<file path="config.mk">
export PLATFORM = sky130hd
export DESIGN_NAME = axi_wr_resp_gen
export DESIGN_NICKNAME = d
export VERILOG_FILES = /design/src/rtl/axi_wr_resp_gen.sv
export SDC_FILE = /design/constraint.sdc
export NUM_CORES = 1
export LEC_CHECK = 0
export CORE_ASPECT_RATIO = 0.7
export CORE_MARGIN = 2
export CORE_UTILIZATION = 26
export CTS_BUF_LIST = sky130_fd_sc_hd__clkbuf_4 sky130_fd_sc_hd__clkbuf_8
export DETAILED_ROUTE_END_ITERATION = 7
export SLEW_MARGIN = 0
export SYNTH_ARGS = -nofsm -noshare
export SYNTH_HDL_FRONTEND = slang
export SYNTH_SLANG_ARGS = --single-unit
</file>
<file path="constraint.sdc">
create_clock -name clk -period 3.4 [get_ports clk]
set_input_delay 0.68 -clock clk [delete_from_list [all_inputs] [get_ports clk]]
set_output_delay 0.68 -clock clk [all_outputs]
set_load 0.1 [all_outputs]
</file>
<file path="src/rtl/axi_wr_resp_gen.sv">
// Slave-side AXI write-response generator.
// Queues accepted AW IDs and completed W bursts, pairs them strictly in order,
// and presents each pair as one registered B response held until BREADY.
module axi_wr_resp_gen #(
  parameter int unsigned ID_W  = 8,
  parameter int unsigned DEPTH = 4
) (
  input  logic            clk,
  input  logic            rst,
  input  logic [ID_W-1:0] AWID,
  input  logic            AWVALID,
  input  logic            AWREADY,
  input  logic            WVALID,
  input  logic            WREADY,
  input  logic            WLAST,
  input  logic            wr_err,
  output logic            aw_full,
  output logic            w_full,
  output logic [ID_W-1:0] S_BID,
  output logic [1:0]      BRESP,
  output logic            BVALID,
  input  logic            BREADY,
  output logic            ovf
);

  localparam int unsigned PTR_W = $clog2(DEPTH);
  localparam int unsigned CNT_W = PTR_W + 1;

  localparam logic [0:0] IDLE = 1'b0;
  localparam logic [0:0] RESP = 1'b1;

  logic [ID_W-1:0]  aw_mem [DEPTH];
  logic [PTR_W-1:0] aw_wp, aw_rp;
  logic [CNT_W-1:0] aw_cnt, aw_cnt_nxt;

  logic [DEPTH-1:0] w_mem;
  logic [PTR_W-1:0] w_wp, w_rp;
  logic [CNT_W-1:0] w_cnt, w_cnt_nxt;

  logic             err_acc;
  logic [0:0]       state, state_nxt;

  logic aw_fire, w_fire, b_fire;
  logic aw_push, w_push, w_last_fire, pop;

  // Handshake decode and queue push/pop qualification
  always_comb begin
    aw_fire     = AWVALID & AWREADY;
    w_fire      = WVALID & WREADY;
    b_fire      = BVALID & BREADY;
    w_last_fire = w_fire & WLAST;
    aw_push     = aw_fire & ~aw_full;
    w_push      = w_last_fire & ~w_full;
    // Emptiness uses registered counts, so same-cycle pushes are not yet eligible
    pop         = (aw_cnt != '0) && (w_cnt != '0) && ((state == IDLE) || b_fire);
    aw_cnt_nxt  = aw_cnt + CNT_W'(aw_push) - CNT_W'(pop);
    w_cnt_nxt   = w_cnt + CNT_W'(w_push) - CNT_W'(pop);
  end

  // Next-state logic for the output register FSM
  always_comb begin
    state_nxt = state;
    case (state)
      IDLE:    if (pop) state_nxt = RESP;
      RESP:    if (b_fire && !pop) state_nxt = IDLE;
      default: state_nxt = IDLE;
    endcase
  end

  // FSM state register
  always_ff @(posedge clk or negedge rst) begin
    if (!rst) state <= IDLE;
    else      state <= state_nxt;
  end

  // Queue storage; contents are don't-care until written
  always_ff @(posedge clk) begin
    if (aw_push) aw_mem[aw_wp] <= AWID;
    if (w_push)  w_mem[w_wp]   <= err_acc | wr_err;
  end

  // Queue pointers, counts, full flags, error accumulator and sticky overflow
  always_ff @(posedge clk or negedge rst) begin
    if (!rst) begin
      aw_wp   <= '0;
      aw_rp   <= '0;
      aw_cnt  <= '0;
      w_wp    <= '0;
      w_rp    <= '0;
      w_cnt   <= '0;
      aw_full <= 1'b0;
      w_full  <= 1'b0;
      err_acc <= 1'b0;
      ovf     <= 1'b0;
    end else begin
      if (aw_push) aw_wp <= aw_wp + PTR_W'(1);
      if (w_push)  w_wp  <= w_wp + PTR_W'(1);
      if (pop) begin
        aw_rp <= aw_rp + PTR_W'(1);
        w_rp  <= w_rp + PTR_W'(1);
      end
      aw_cnt  <= aw_cnt_nxt;
      w_cnt   <= w_cnt_nxt;
      aw_full <= (aw_cnt_nxt == CNT_W'(DEPTH));
      w_full  <= (w_cnt_nxt == CNT_W'(DEPTH));
      if (w_fire) err_acc <= WLAST ? 1'b0 : (err_acc | wr_err);
      if ((aw_fire && aw_full) || (w_last_fire && w_full)) ovf <= 1'b1;
    end
  end

  // Registered B outputs, reloaded only when a pair is popped
  always_ff @(posedge clk or negedge rst) begin
    if (!rst) begin
      BVALID <= 1'b0;
      S_BID  <= '0;
      BRESP  <= 2'b00;
    end else begin
      BVALID <= (state_nxt == RESP);
      if (pop) begin
        S_BID <= aw_mem[aw_rp];
        BRESP <= w_mem[w_rp] ? 2'b10 : 2'b00;
      end
    end
  end

endmodule
</file>
==> metrics.cfg, run 1 <==
[final_layout]
instances_no_fill = 322
area_delta_synth_final_pct = 22.1
num_antenna_cells = 0
layout-drive-gt1-share_pct = 27.3
fin_nets = 218

[sta]
slew_headroom_pct = 35.4
max_clock_freq_ghz = 0.368
min_period_ns = 2.72
worst_slew_pin_slew_ns = 0.966
final-hold-violation-count = 0
setup_violations = 0
whs_ns = 0.486
rsz0062_at_grt = no
fin_crit_sh_pct = 80.0
fin_setup_tns_ns = 0
finalClockSkew_ns = 0.00651
slew_violations = 0

[yosys]
syn_area_per_cell_sq_um = 17.6
synth_edf_count = 36
yosysMostFrequentCell = edfxtp_1
synthFlopType = edfxtp_1
ys_types = 29
synth_top_area_share_pct = 40.7
synth_cells = 151
ys_top_cells_by_area = edfxtp_1 41%, dfrtp_1 26%, mux4_2 7.6%
syn_nets = 180
yosysTopAreaCell = edfxtp_1
synth_warnings = 0
ys_ff_latch = 64
netlist_area_sq_um = 2660
seq_area_frac_synth_pct = 67.0
async_flop_share_pct = 43.8
synthTopCellsByCount = 36 x edfxtp_1, 28 x dfrtp_1, 10 x ha_1

[grt]
grt_max_degree = 29
grt_pass1_wl_microns = 7620
grt_usage_pct = 9.36
gr-total-overflow = 0
first_global_vias = 1423
antenna_found_initial = 0

[placed_design]
place_inst = 306
dp_hpwl_microns = 3090
portBuffers = 29
place_congestion = 0.711

[cts]
cts_setup_buffers = 0
cts.sinks = 64
htreeDepth = 3
numCtsBuffers = 9
cts_resized = 0
clk_pin_slew_ns = 0.07
cts_tree = yes
cts.path.max_buffers = 2
hold_buffers = 0
clock_latency_ns = 0.34
clockRootBuffer = clkbuf_8

[floorplanning]
initial_core_util_pct = 27.0
rows = 30
dieWidth_microns = 125
core_sq_um = 9830
ios = 31
die_h_microns = 88.6
dieArea_sq_um = 11100

[route]
dr.pass1.iters = 4
num_vias = 1293
wl_per_cell_microns = 13.9
finalWirelength_microns = 4480
drt_iter0_markers = 87
drc_errors = 0
vias_per_cell = 4.02
final_antenna_net_count = 0

[critical_path]
crit_cells = 9
cp_top_family = simple AND/OR/NAND/NOR gates
crit_arrival_ns = 2.96
crit_buf_inv = 1
critPathCaptureType = flip-flop
critPathMaxStageDelay_ns = 0.45
required_ns = 3.65
critPathSlowestCell = clkdlybuf4s50_1
critical_path_class = input pin to flip-flop
r2r_cells = 8
cp_common_cell = xnor2_1
cp-start-kind = input pin
cp_cell_sequence = clkdlybuf4s50_1, nand2b_1, and3_4, xor2_1, ha_1, fa_1, xnor2_1, xnor2_1, nor3b_1
path_max_fanout = 15

[job]
max_cap_violations = 0

[min_path]
worst_hold_path_type = flip-flop to flip-flop
hold_depth = 2

[status]
status = finished clean

==> placed cells by master (no fill, tap or decap), drive strengths merged <==
cell            n
edfxtp         36
dfrtp          28
clkdlybuf4s50  17
buf            15
mux2           11
ha             10
clkbuf         10
mux4            9
and2            8
inv             8
xnor2           8
xor2            4
nand2           3
a31oi           3
clkinvlp        3
nor2            2
or3             2
nor3b           2
o21ai           2
nand4           2
fa              2
clkinv          2
nand3           1
nand2b          1
and3            1
nor2b           1
or2             1
conb            1
bufinv          1
==> kinds of logic (layout without fill, tap and decap cells) <==
kind of cell / Yosys count / after routing / share of synthesized area, %
AO/OA/AOI/OAI: 5 / 5 / 1.08
XOR/XNOR: 12 / 12 / 3.95
adder cells (fa/ha/maj): 12 / 12 / 6.21
buffers and inverters: 13 / 56 / 2.92
flip-flops: 64 / 64 / 67.0
multiplexers: 20 / 20 / 12.9
other: 1 / 1 / 0.141
AND/OR/NAND/NOR: 24 / 24 / 5.79
==> worst reg2reg max path, cell delays in order (launching register included) <==
cell	delay [ns]
dfrtp_1	0.43
or3_4	0.41
and3_4	0.27
xor2_1	0.18
ha_1	0.21
fa_1	0.39
xnor2_1	0.19
xnor2_1	0.16
nor3b_1	0.22
==> registers in the layout (all words and copies together), names as in the netlist <==
| signal | cells |
|---|---|
| S_BID | 8 |
| ovf | 1 |
| w_wp | 2 |
| w_rp | 2 |
| aw_rp | 2 |
| w_cnt | 3 |
| aw_wp | 2 |
| w_full | 1 |
| BVALID | 1 |
| err_acc | 1 |
| aw_mem | 32 |
| w_mem | 4 |
| aw_full | 1 |
| aw_cnt | 3 |
| BRESP | 1 |
==> area by class of cell <==
class	count	area (sq um)
Fill cell	951	6590
Sequential cell	64	1780
Multi-Input combinational cell	74	798
Timing Repair Buffer	32	283
Tap cell	128	160
Clock buffer	10	131
Clock inverter	6	60.1
Inverter	8	30.0
==> worst paths after layout <==
check / end / from / slack (ns)
worst max-delay path: aw_full / BREADY / 0.68
worst min-delay path: ovf / ovf / 0.49
worst max register to register: aw_full / w_cnt[1] / 0.86
worst min register to register: ovf / ovf / 0.49
max in group asynchronous: S_BID[1] / rst / 2.40
min in group asynchronous: ovf / rst / 0.72
==> routing by layer <==
metal  vias to the layer above  track usage, %  share of wire [%]
li1                        618               -                  -
met1                       643            11.5                 48
met2                        26            14.2                 45
met3                         6            4.72                5.6
met4                         0            3.94                1.4
met5                         -               0                  0
==> through the flow <==
step                cell area (sq um)  worst slack [ns]  util, %
floorplan                        2660             0.559        -
global placement                 3050             0.405     31.0
detailed placement               3050             0.296     31.0
CTS                              3240             0.677     33.0
global route                     3240             0.509     33.0
finish                           3240             0.681     33.0
Power of run 1 is left out: the tool's default activity adds up to more than one toggle a clock period on the data nets, which glitch-free logic cannot reach.
==> run 2, diff against run 1 <==
==> constraint.sdc (replaced) <==
create_clock -name clk -period 2.75 [get_ports clk]
set_input_delay 0.55 -clock clk [delete_from_list [all_inputs] [get_ports clk]]
set_output_delay 0.55 -clock clk [all_outputs]
set_load 0.1 [all_outputs]
==> metrics.cfg, run 2 (synthesized netlist as in run 1, its figures left out) <==
[floorplanning]
rows = 30  ; unchanged
die_h_microns = 88.6  ; unchanged
dieWidth_microns = 125  ; unchanged
ios = 31  ; unchanged
dieArea_sq_um = 11100  ; unchanged
initial_core_util_pct = 27.0  ; unchanged
core_sq_um = 9830  ; unchanged

[route]
final_antenna_net_count = 0  ; unchanged
num_vias = 1300  ; was 1293
vias_per_cell = 4.01  ; was 4.02
finalWirelength_microns = 4450  ; was 4480 microns
wl_per_cell_microns = 13.7  ; was 13.9 microns
drt_iter0_markers = 69  ; was 87
dr.pass1.iters = 4  ; unchanged
drc_errors = 0  ; unchanged

[grt]
grt_usage_pct = 8.84  ; was 9.36%
first_global_vias = 1369  ; was 1423
grt_pass1_wl_microns = 7180  ; was 7620 microns
gr-total-overflow = 0  ; unchanged
grt_max_degree = 29  ; unchanged
antenna_found_initial = 0  ; unchanged

[final_layout]
area_delta_synth_final_pct = 22.4  ; was 22.1%
num_antenna_cells = 0  ; unchanged
fin_area_sq_um = 3250  ; was 3240 sq um
final_common_cell = edfxtp_1  ; unchanged
layout-drive-gt1-share_pct = 29.1  ; was 27.3%
layout_common_cells = 36 x edfxtp_1, 27 x dfrtp_1, 18 x buf_4  ; was 36 x edfxtp_1, 28 x dfrtp_1, 17 x clkdlybuf4s50_1
largest_register = aw_mem  ; unchanged
top_regs = aw_mem (32), S_BID (8), w_mem (4)  ; unchanged
largest_register_ffs = 32  ; unchanged
fin_nets = 220  ; was 218
fill_cells = 955  ; was 951

[critical_path]
cp-start-kind = input pin  ; unchanged
crit_arrival_ns = 2.65  ; was 2.96 ns
r2r_end = w_full  ; was aw_full
path_max_fanout = 5  ; was 15
critPathCaptureType = flip-flop  ; unchanged
required_ns = 3.00  ; was 3.65 ns
critical_path_class = input pin to flip-flop  ; unchanged
regToRegStartpoint = w_cnt[1]  ; unchanged
r2r_setup_slack_ns = 0.36  ; was 0.86 ns
r2r_cells = 9  ; was 8

[job]
max_cap_violations = 0  ; unchanged

[placed_design]
pre_cts_ws_ns = 0.0172  ; was 0.296 ns
portBuffers = 29  ; unchanged
dp_hpwl_microns = 3110  ; was 3090 microns
placed_cell_area_sq_um = 3070  ; was 3050 sq um
place_congestion = 0.733  ; was 0.711

[sta]
worst_slew_pin_slew_ns = 0.610  ; was 0.966 ns
rsz0062_at_grt = no  ; unchanged
whs_ns = 0.479  ; was 0.486 ns
setup_violations = 0  ; unchanged
slew_headroom_pct = 59.3  ; was 35.4%
max_clock_freq_ghz = 0.416
finalClockSkew_ns = 0.00721  ; was 0.00651 ns
min_period_ns = 2.40
fin_setup_tns_ns = 0  ; unchanged
final-hold-violation-count = 0  ; unchanged
slew_violations = 0  ; unchanged
fin_ws_ns = 0.348  ; was 0.681 ns
fin_crit_sh_pct = 87.4

[cts]
numCtsBuffers = 9  ; unchanged
cts_resized = 0  ; unchanged
hold_buffers = 0  ; unchanged
clockRootBuffer = clkbuf_8  ; unchanged
cts_tree = yes  ; unchanged
cts.path.max_buffers = 2  ; unchanged
cts.sinks = 64  ; unchanged
cts_setup_buffers = 0  ; unchanged
clk_pin_slew_ns = 0.07  ; about the same
htreeDepth = 3  ; unchanged
clock_latency_ns = 0.34  ; about the same

[min_path]
worst_hold_path_type = flip-flop to flip-flop  ; unchanged
hold_depth = 1  ; was 2
min_to = w_rp[1]  ; was ovf
hold_start = w_rp[1]  ; was ovf

[status]
status = finished clean  ; unchanged

## run 2: per-stage QoR
stage | util [%] | instances
CTS | 33.1 | 324
finish | 33.1 | 324
detailed placement | 31.2 | 308
global route | 33.1 | 324
global placement | 31.2 | 308
floorplan | - | 151
## run 2: cell type report
type,instances,area [sq um],area share [%]
Timing Repair Buffer,34,295,9.08
Multi-Input combinational cell,74,798,24.5
Inverter,8,30.0,0.923
Tap cell,128,160,4.92
Clock buffer,9,124,3.81
Sequential cell,64,1780,54.8
Clock inverter,7,62.6,1.92
## run 2: metal layers
layer / track usage (%) / vias to the layer above / part of all wire, %
met2: 13.3 / 26 / 44
met4: 3.64 / 0 / 1.8
met1: 10.9 / 639 / 48
met5: 0 / - / 0
met3: 4.59 / 8 / 6.0
li1: - / 627 / -
## run 2: critical path: stages
cell and delay, ns:
clkdlybuf4s50_1 0.45, nand2b_1 0.13, and3_4 0.22, xor2_1 0.15
ha_1 0.16, inv_1 0.05, fa_1 0.37, xnor2_1 0.20
xnor2_1 0.17, nor3b_1 0.20
## run 2: worst max path at each step
stage | from | end | slack, ns | cells past startpoint
after floorplan | aw_full | aw_full | 0.20 | 7
after global placement | BREADY | w_full | 0.10 | 10
after detailed placement | BREADY | w_full | 0.02 | 10
after CTS | w_cnt[1] | aw_full | 0.34 | 8
after global routing | w_cnt[1] | aw_full | 0.22 | 8
final | BREADY | w_full | 0.35 | 10
Power of run 2 is left out for the same reason.
